File: config.mk
export PLATFORM = sky130hd
export DESIGN_NAME = proc_timers
export DESIGN_NICKNAME = d
export VERILOG_FILES = /design/src/rtl/proc_timers_pkg.sv /design/src/rtl/proc_timer_chan.sv /design/src/rtl/proc_timers.sv
export SDC_FILE = /design/constraint.sdc
export NUM_CORES = 1
export LEC_CHECK = 0
export CORE_UTILIZATION = 46
export CTS_CLUSTER_DIAMETER = 120
export CTS_CLUSTER_SIZE = 30
export DETAILED_ROUTE_END_ITERATION = 8
export DONT_BUFFER_PORTS = 1
export PLACE_DENSITY = 0.6
export SLEW_MARGIN = 20
export SYNTH_ARGS = -nofsm -noshare
export SYNTH_HDL_FRONTEND = slang
export SYNTH_SLANG_ARGS = --single-unit
File: constraint.sdc
create_clock -name clk -period 4.1 [get_ports clk]
set_input_delay 0.615 -clock clk [delete_from_list [all_inputs] [get_ports clk]]
set_output_delay 0.615 -clock clk [all_outputs]
set_load 0.005 [all_outputs]
File: src/rtl/proc_timers_pkg.sv
// Shared constants for the periodic timer block: register map and the
// bit positions of the channel-configuration word written to ADDR_CFG.
package proc_timers_pkg;

  // Register map (2-bit word address)
  localparam logic [1:0] ADDR_CFG  = 2'd0;  // wr: configure channel, rd: ready flags
  localparam logic [1:0] ADDR_CLR  = 2'd1;  // wr: clear ready bits, rd: enable bits
  localparam logic [1:0] ADDR_MASK = 2'd2;  // irq mask (only with PROC_TIMERS_IRQ_EN)

  // Configuration word fields
  localparam int IDX_LSB = 16;
  localparam int IDX_MSB = 18;
  localparam int IDX_W   = IDX_MSB - IDX_LSB + 1;
  localparam int PER_LSB = 0;
  localparam int PER_MSB = 15;
  localparam int EN_BIT  = 24;

  // Channel index carried in a configuration word
  function automatic logic [IDX_W-1:0] cfg_index(input logic [31:0] word);
    return word[IDX_MSB:IDX_LSB];
  endfunction

  // Enable bit carried in a configuration word
  function automatic logic cfg_enable(input logic [31:0] word);
    return word[EN_BIT];
  endfunction

endpackage

File: src/rtl/proc_timer_chan.sv
// One periodic timer channel: period register, down-counter, enable and a
// sticky ready flag. Counts ms ticks; on the tick that takes the counter
// past 1 it reloads the period and raises ready (visible the next cycle).
module proc_timer_chan
  import proc_timers_pkg::*;
#(
  parameter int period_width = 16
) (
  input  logic                    clk,
  input  logic                    rst,
  input  logic                    tick,
  input  logic                    cfg_wr,
  input  logic [period_width-1:0] cfg_period,
  input  logic                    cfg_en,
  input  logic                    clr,
  output logic                    ready,
  output logic                    en
);

  logic [period_width-1:0] period;
  logic [period_width-1:0] count;
  logic                    active;
  logic                    expire;

  // A channel only runs when enabled with a nonzero period; expiry is the
  // tick seen while the counter sits at 1 (0 is unreachable once running).
  always_comb begin
    active = tick && en && (period != '0);
    expire = active && (count <= period_width'(1));
  end

  // Channel state: config write beats a coincident tick, expiry beats clear
  always_ff @(posedge clk) begin
    if (rst) begin
      period <= '0;
      count  <= '0;
      en     <= 1'b0;
      ready  <= 1'b0;
    end else if (cfg_wr) begin
      period <= cfg_period;
      count  <= cfg_period;
      en     <= cfg_en;
      ready  <= 1'b0;
    end else begin
      if (expire)
        count <= period;
      else if (active)
        count <= count - 1'b1;

      if (expire)
        ready <= 1'b1;
      else if (clr)
        ready <= 1'b0;
    end
  end

endmodule

File: src/rtl/proc_timers.sv
// Periodic timer block: num_timers auto-repeating millisecond timers behind
// a zero-wait-state register port. Optional feature macro
// PROC_TIMERS_IRQ_EN adds an irq mask register at ADDR_MASK and a
// registered interrupt; without it irq is tied low and ADDR_MASK reads 0.
module proc_timers
  import proc_timers_pkg::*;
#(
  parameter int num_timers   = 8,
  parameter int period_width = 16
) (
  input  logic                  clk,
  input  logic                  rst,
  input  logic                  stb,
  input  logic                  we,
  input  logic [1:0]            addr,
  input  logic [31:0]           data_in,
  output logic [31:0]           data_out,
  output logic                  ack,
  input  logic                  ms_tick,
  output logic [num_timers-1:0] ready,
  output logic                  irq
);

  logic                    wr;
  logic                    cfg_wr;
  logic [IDX_W-1:0]        cfg_idx;
  logic [period_width-1:0] cfg_period;
  logic                    cfg_en;
  logic [num_timers-1:0]   clr_vec;
  logic [num_timers-1:0]   en;

  // Every bus access completes in the strobe cycle
  assign ack = stb;

  // Write decode; an index outside 0..num_timers-1 matches no channel
  always_comb begin
    wr         = stb && we;
    cfg_wr     = wr && (addr == ADDR_CFG);
    cfg_idx    = cfg_index(data_in);
    cfg_period = data_in[PER_LSB +: period_width];
    cfg_en     = cfg_enable(data_in);
    clr_vec    = (wr && (addr == ADDR_CLR)) ? data_in[num_timers-1:0] : '0;
  end

  // Not every data_in bit is a register field
  logic unused_data;
  assign unused_data = ^data_in;

  genvar i;
  generate
    for (i = 0; i < num_timers; i++) begin : g_chan
      proc_timer_chan #(
        .period_width(period_width)
      ) u_chan (
        .clk       (clk),
        .rst       (rst),
        .tick      (ms_tick),
        .cfg_wr    (cfg_wr && (cfg_idx == IDX_W'(i))),
        .cfg_period(cfg_period),
        .cfg_en    (cfg_en),
        .clr       (clr_vec[i]),
        .ready     (ready[i]),
        .en        (en[i])
      );
    end
  endgenerate

`ifdef PROC_TIMERS_IRQ_EN
  logic [num_timers-1:0] irq_mask;
  logic                  irq_q;

  // Mask register and interrupt, the latter lagging ready by one cycle
  always_ff @(posedge clk) begin
    if (rst) begin
      irq_mask <= '0;
      irq_q    <= 1'b0;
    end else begin
      if (wr && (addr == ADDR_MASK))
        irq_mask <= data_in[num_timers-1:0];
      irq_q <= |(ready & irq_mask);
    end
  end

  assign irq = irq_q;
`else
  assign irq = 1'b0;
`endif

  // Read mux; the bus is driven with zeros outside read cycles
  always_comb begin
    data_out = '0;
    if (stb && !we) begin
      case (addr)
        ADDR_CFG:  data_out[num_timers-1:0] = ready;
        ADDR_CLR:  data_out[num_timers-1:0] = en;
`ifdef PROC_TIMERS_IRQ_EN
        ADDR_MASK: data_out[num_timers-1:0] = irq_mask;
`endif
        default:   data_out = '0;
      endcase
    end
  end

endmodule
==> results.cfg <==
[clocking]
numCtsBuffers = 13
ctsResizeCount = 0
ctsLongestPathBuffers = 3
hold_buffers = 0
post_cts_buffers = 0
clock-root-buffer = clkbuf_16
path_clk_slew_ns = 0.12
numClockSinks = 272
cts_tree = built
clk_latency_ns = 0.50
htree_levels = 1

[power_and_ir_drop]
seqPwrFrac = 0.600
intPower_mw = 3.36
switching_share = 0.245
power.total_mw = 4.45
p_leak_nw = 5.11
switchingPower_mw = 1.09
ir_drop_v = 0.000354
p_clk_frac = 0.334
p_per_area_nw_per_um2 = 297
p_comb_frac = 0.066

[routing]
drt_wl_total_um = 44200
vias = 13983
drc = 0
drt-initial-drc-count = 1567
dr.pass1.iters = 6
wire_per_inst_um = 19.4
via_per_inst = 6.15
ant_nets = 0

[finish]
area_growth_pct = 1.85
final_cell_mix = 382 x nand2_1, 272 x dfxtp_1, 246 x a21oi_1
drive_gt1_frac = 0.0439
fill_cells = 3155
final_nets = 1926
antenna_cells = 0
layout_commonest_cell = nand2_1

[critical_path]
rrSetupSlack_ns = 1.31
critPathMaxFanout = 25
cp_data_required_time_ns = 4.51
endpoint_kind = flip-flop
crit_arrival_ns = 3.20
r2r_start = g_chan[0].u_chan.count[0]
r2r-end = g_chan[0].u_chan.count[5]
reg2reg_depth = 7
path_class = flip-flop to flip-flop
worstSetupStartpointType = flip-flop

[floorplan]
die_w_um = 181
core.rowCount = 65
die_h_um = 181
io_pins = 81
die_area_um2 = 32700
start_util = 0.467
core_um2 = 31500

[logic_synthesis]
yosys.area.top_type = dfxtp_1
syn_area_per_cell_um2 = 7.36
ys_async_sr_fraction = 0
yosys_warnings = 0
yosysUniqueCellTypes = 84
synth_seq_cells = 272
synth.area.top_cells = dfxtp_1 37%, nand2_1 9.7%, a21oi_1 8.4%
synth_edf_count = 0
ys_seq_area_frac = 0.370
synthDominantCellAreaShare = 0.370
synth_ff_type = dfxtp_1
syn_area_um2 = 14700
syn_inst = 1998

[min_path]
min_to = g_chan[1].u_chan.period[14]
whs_path_depth = 1
min_path_type = input pin to flip-flop
hp-start = rst

[sta]
finalSetupViolations = 0
max_freq_mhz = 359
fin_worst_skew_ns = 0.0432
slew_headroom = 0.252
finalWorstSetupSlack_ns = 1.31
rsz0062_at_grt = false
hold_slack_ns = 0.187
hold_viol = 0
slew_viol_final = 0
min_period_ns = 2.79
worstMarginPinSlew_ns = 1.11
fin_crit_sh = 0.680
setup_tns_ns = 0

[grt]
grt_pass1_vias = 12859
track_usage = 0.264
grt_first_pass_wirelength_um = 70500
grt_overflow_total = 0
grt_max_degree = 271
antenna_found_initial = 0

[place]
port_buffers = 0
routabilityCongestion = 0.860
dp_hpwl_um = 27600
pre_cts_slack_ns = 0.974

[run_status]
status = complete, no violations

[flow_run]
max-cap-violations = 0
-- per-layer routing --
metal,wire length (µm),share of wire,vias to the layer above,global-route usage
met5,0,0,-,0
met1,20200,0.46,6668,0.369
met3,2530,0.057,52,0.0288
met4,995,0.023,0,0.0660
met2,20400,0.46,396,0.434
li1,-,-,6867,-
-- cells by family (layout without fill, tap and decap cells) --
family,count (synthesis),in the layout,synth area share
compound gates,592,592,0.259
xor+xnor,11,11,0.00655
fa+ha+maj,16,16,0.0136
buf+inv,228,76,0.0682
flops,272,272,0.370
mux,25,25,0.0178
other cells,1,25,0.000255
simple gates,853,853,0.265
-- through the flow --
step                       util  instance area (µm²)  cells
after floorplan               -                14800   2022
after global placement    0.465                14600   2258
after detailed placement  0.465                14600   2258
after CTS                 0.476                15000   2272
after global routing      0.476                15000   2272
final                     0.476                15000   2272
-- Yosys cell counts, types with 5 or more instances --
| cell type | count |
|---|---|
| nor3_1 | 105 |
| o22ai_1 | 33 |
| buf_1 | 6 |
| ha_1 | 16 |
| o211ai_1 | 30 |
| xnor2_1 | 8 |
| nand3_1 | 35 |
| a22oi_1 | 9 |
| clkbuf_1 | 135 |
| nor2_1 | 172 |
| buf_2 | 9 |
| nand4_1 | 7 |
| nand2_1 | 382 |
| buf_4 | 34 |
| dfxtp_1 | 272 |
| or4_1 | 15 |
| o32ai_1 | 5 |
| a21oi_1 | 246 |
| o2bb2ai_1 | 5 |
| o31ai_1 | 5 |
| or3_1 | 14 |
| a2bb2oi_1 | 23 |
| nand2b_1 | 9 |
| a211o_1 | 9 |
| a211oi_1 | 46 |
| and3_1 | 7 |
| a31oi_1 | 16 |
| o21a_1 | 13 |
| nor4_1 | 56 |
| or2_2 | 16 |
| o221ai_1 | 14 |
| a21o_1 | 5 |
| o21ai_0 | 60 |
| a311oi_1 | 10 |
| mux2i_1 | 16 |
| a221oi_1 | 7 |
| mux2_2 | 8 |
| a41o_1 | 8 |
| a41oi_1 | 6 |
| inv_1 | 42 |
-- registers in the layout (all words and copies together) (netlist names) --
| register | cells |
|---|---|
| g_chan.u_chan.count | 128 |
| g_chan.u_chan.en | 8 |
| g_chan.u_chan.period | 128 |
| g_chan.u_chan.ready | 8 |
-- final cells by class --
type | count | area, µm² | area share
Clock inverter | 1 | 30.0 | 0.00200
Multi-Input combinational cell | 1522 | 8370 | 0.559
Inverter | 42 | 158 | 0.0105
Timing Repair Buffer | 20 | 150 | 0.0100
Clock buffer | 13 | 325 | 0.0217
Sequential cell | 272 | 5450 | 0.363
Tap cell | 402 | 503 | 0.0336
-- worst max path at each step --
stage / depth (start not counted) / slack (ns) / end / startpoint
after floorplan: 8 / 1.57 / g_chan[0].u_chan.count[6] / addr[0]
after global placement: 6 / 1.04 / g_chan[2].u_chan.count[11] / addr[0]
after detailed placement: 6 / 0.97 / g_chan[2].u_chan.count[12] / addr[0]
after CTS: 7 / 1.34 / g_chan[0].u_chan.count[5] / g_chan[0].u_chan.count[0]
after global routing: 7 / 1.01 / g_chan[0].u_chan.count[9] / g_chan[0].u_chan.count[0]
final: 7 / 1.31 / g_chan[0].u_chan.count[5] / g_chan[0].u_chan.count[0]
-- critical path, stage by stage (launching register included) --
cell and delay (ns):
dfxtp_1 0.45, inv_1 0.07, ha_1 0.24, o21ai_0 0.56
or3_1 0.77, mux2i_1 0.26, o22ai_1 0.10, a22o_1 0.25
-- power groups by stage --
stage | registers [mW] | clock network, mW | logic [mW]
after floorplan | 2.72 | 0 | 0.321
after global placement | 2.73 | 0 | 0.285
after CTS | 2.67 | 1.54 | 0.290
final | 2.67 | 1.49 | 0.294
after global routing | 2.67 | 1.61 | 0.325
after detailed placement | 2.73 | 0 | 0.288
(Power assumes the default switching activity.)
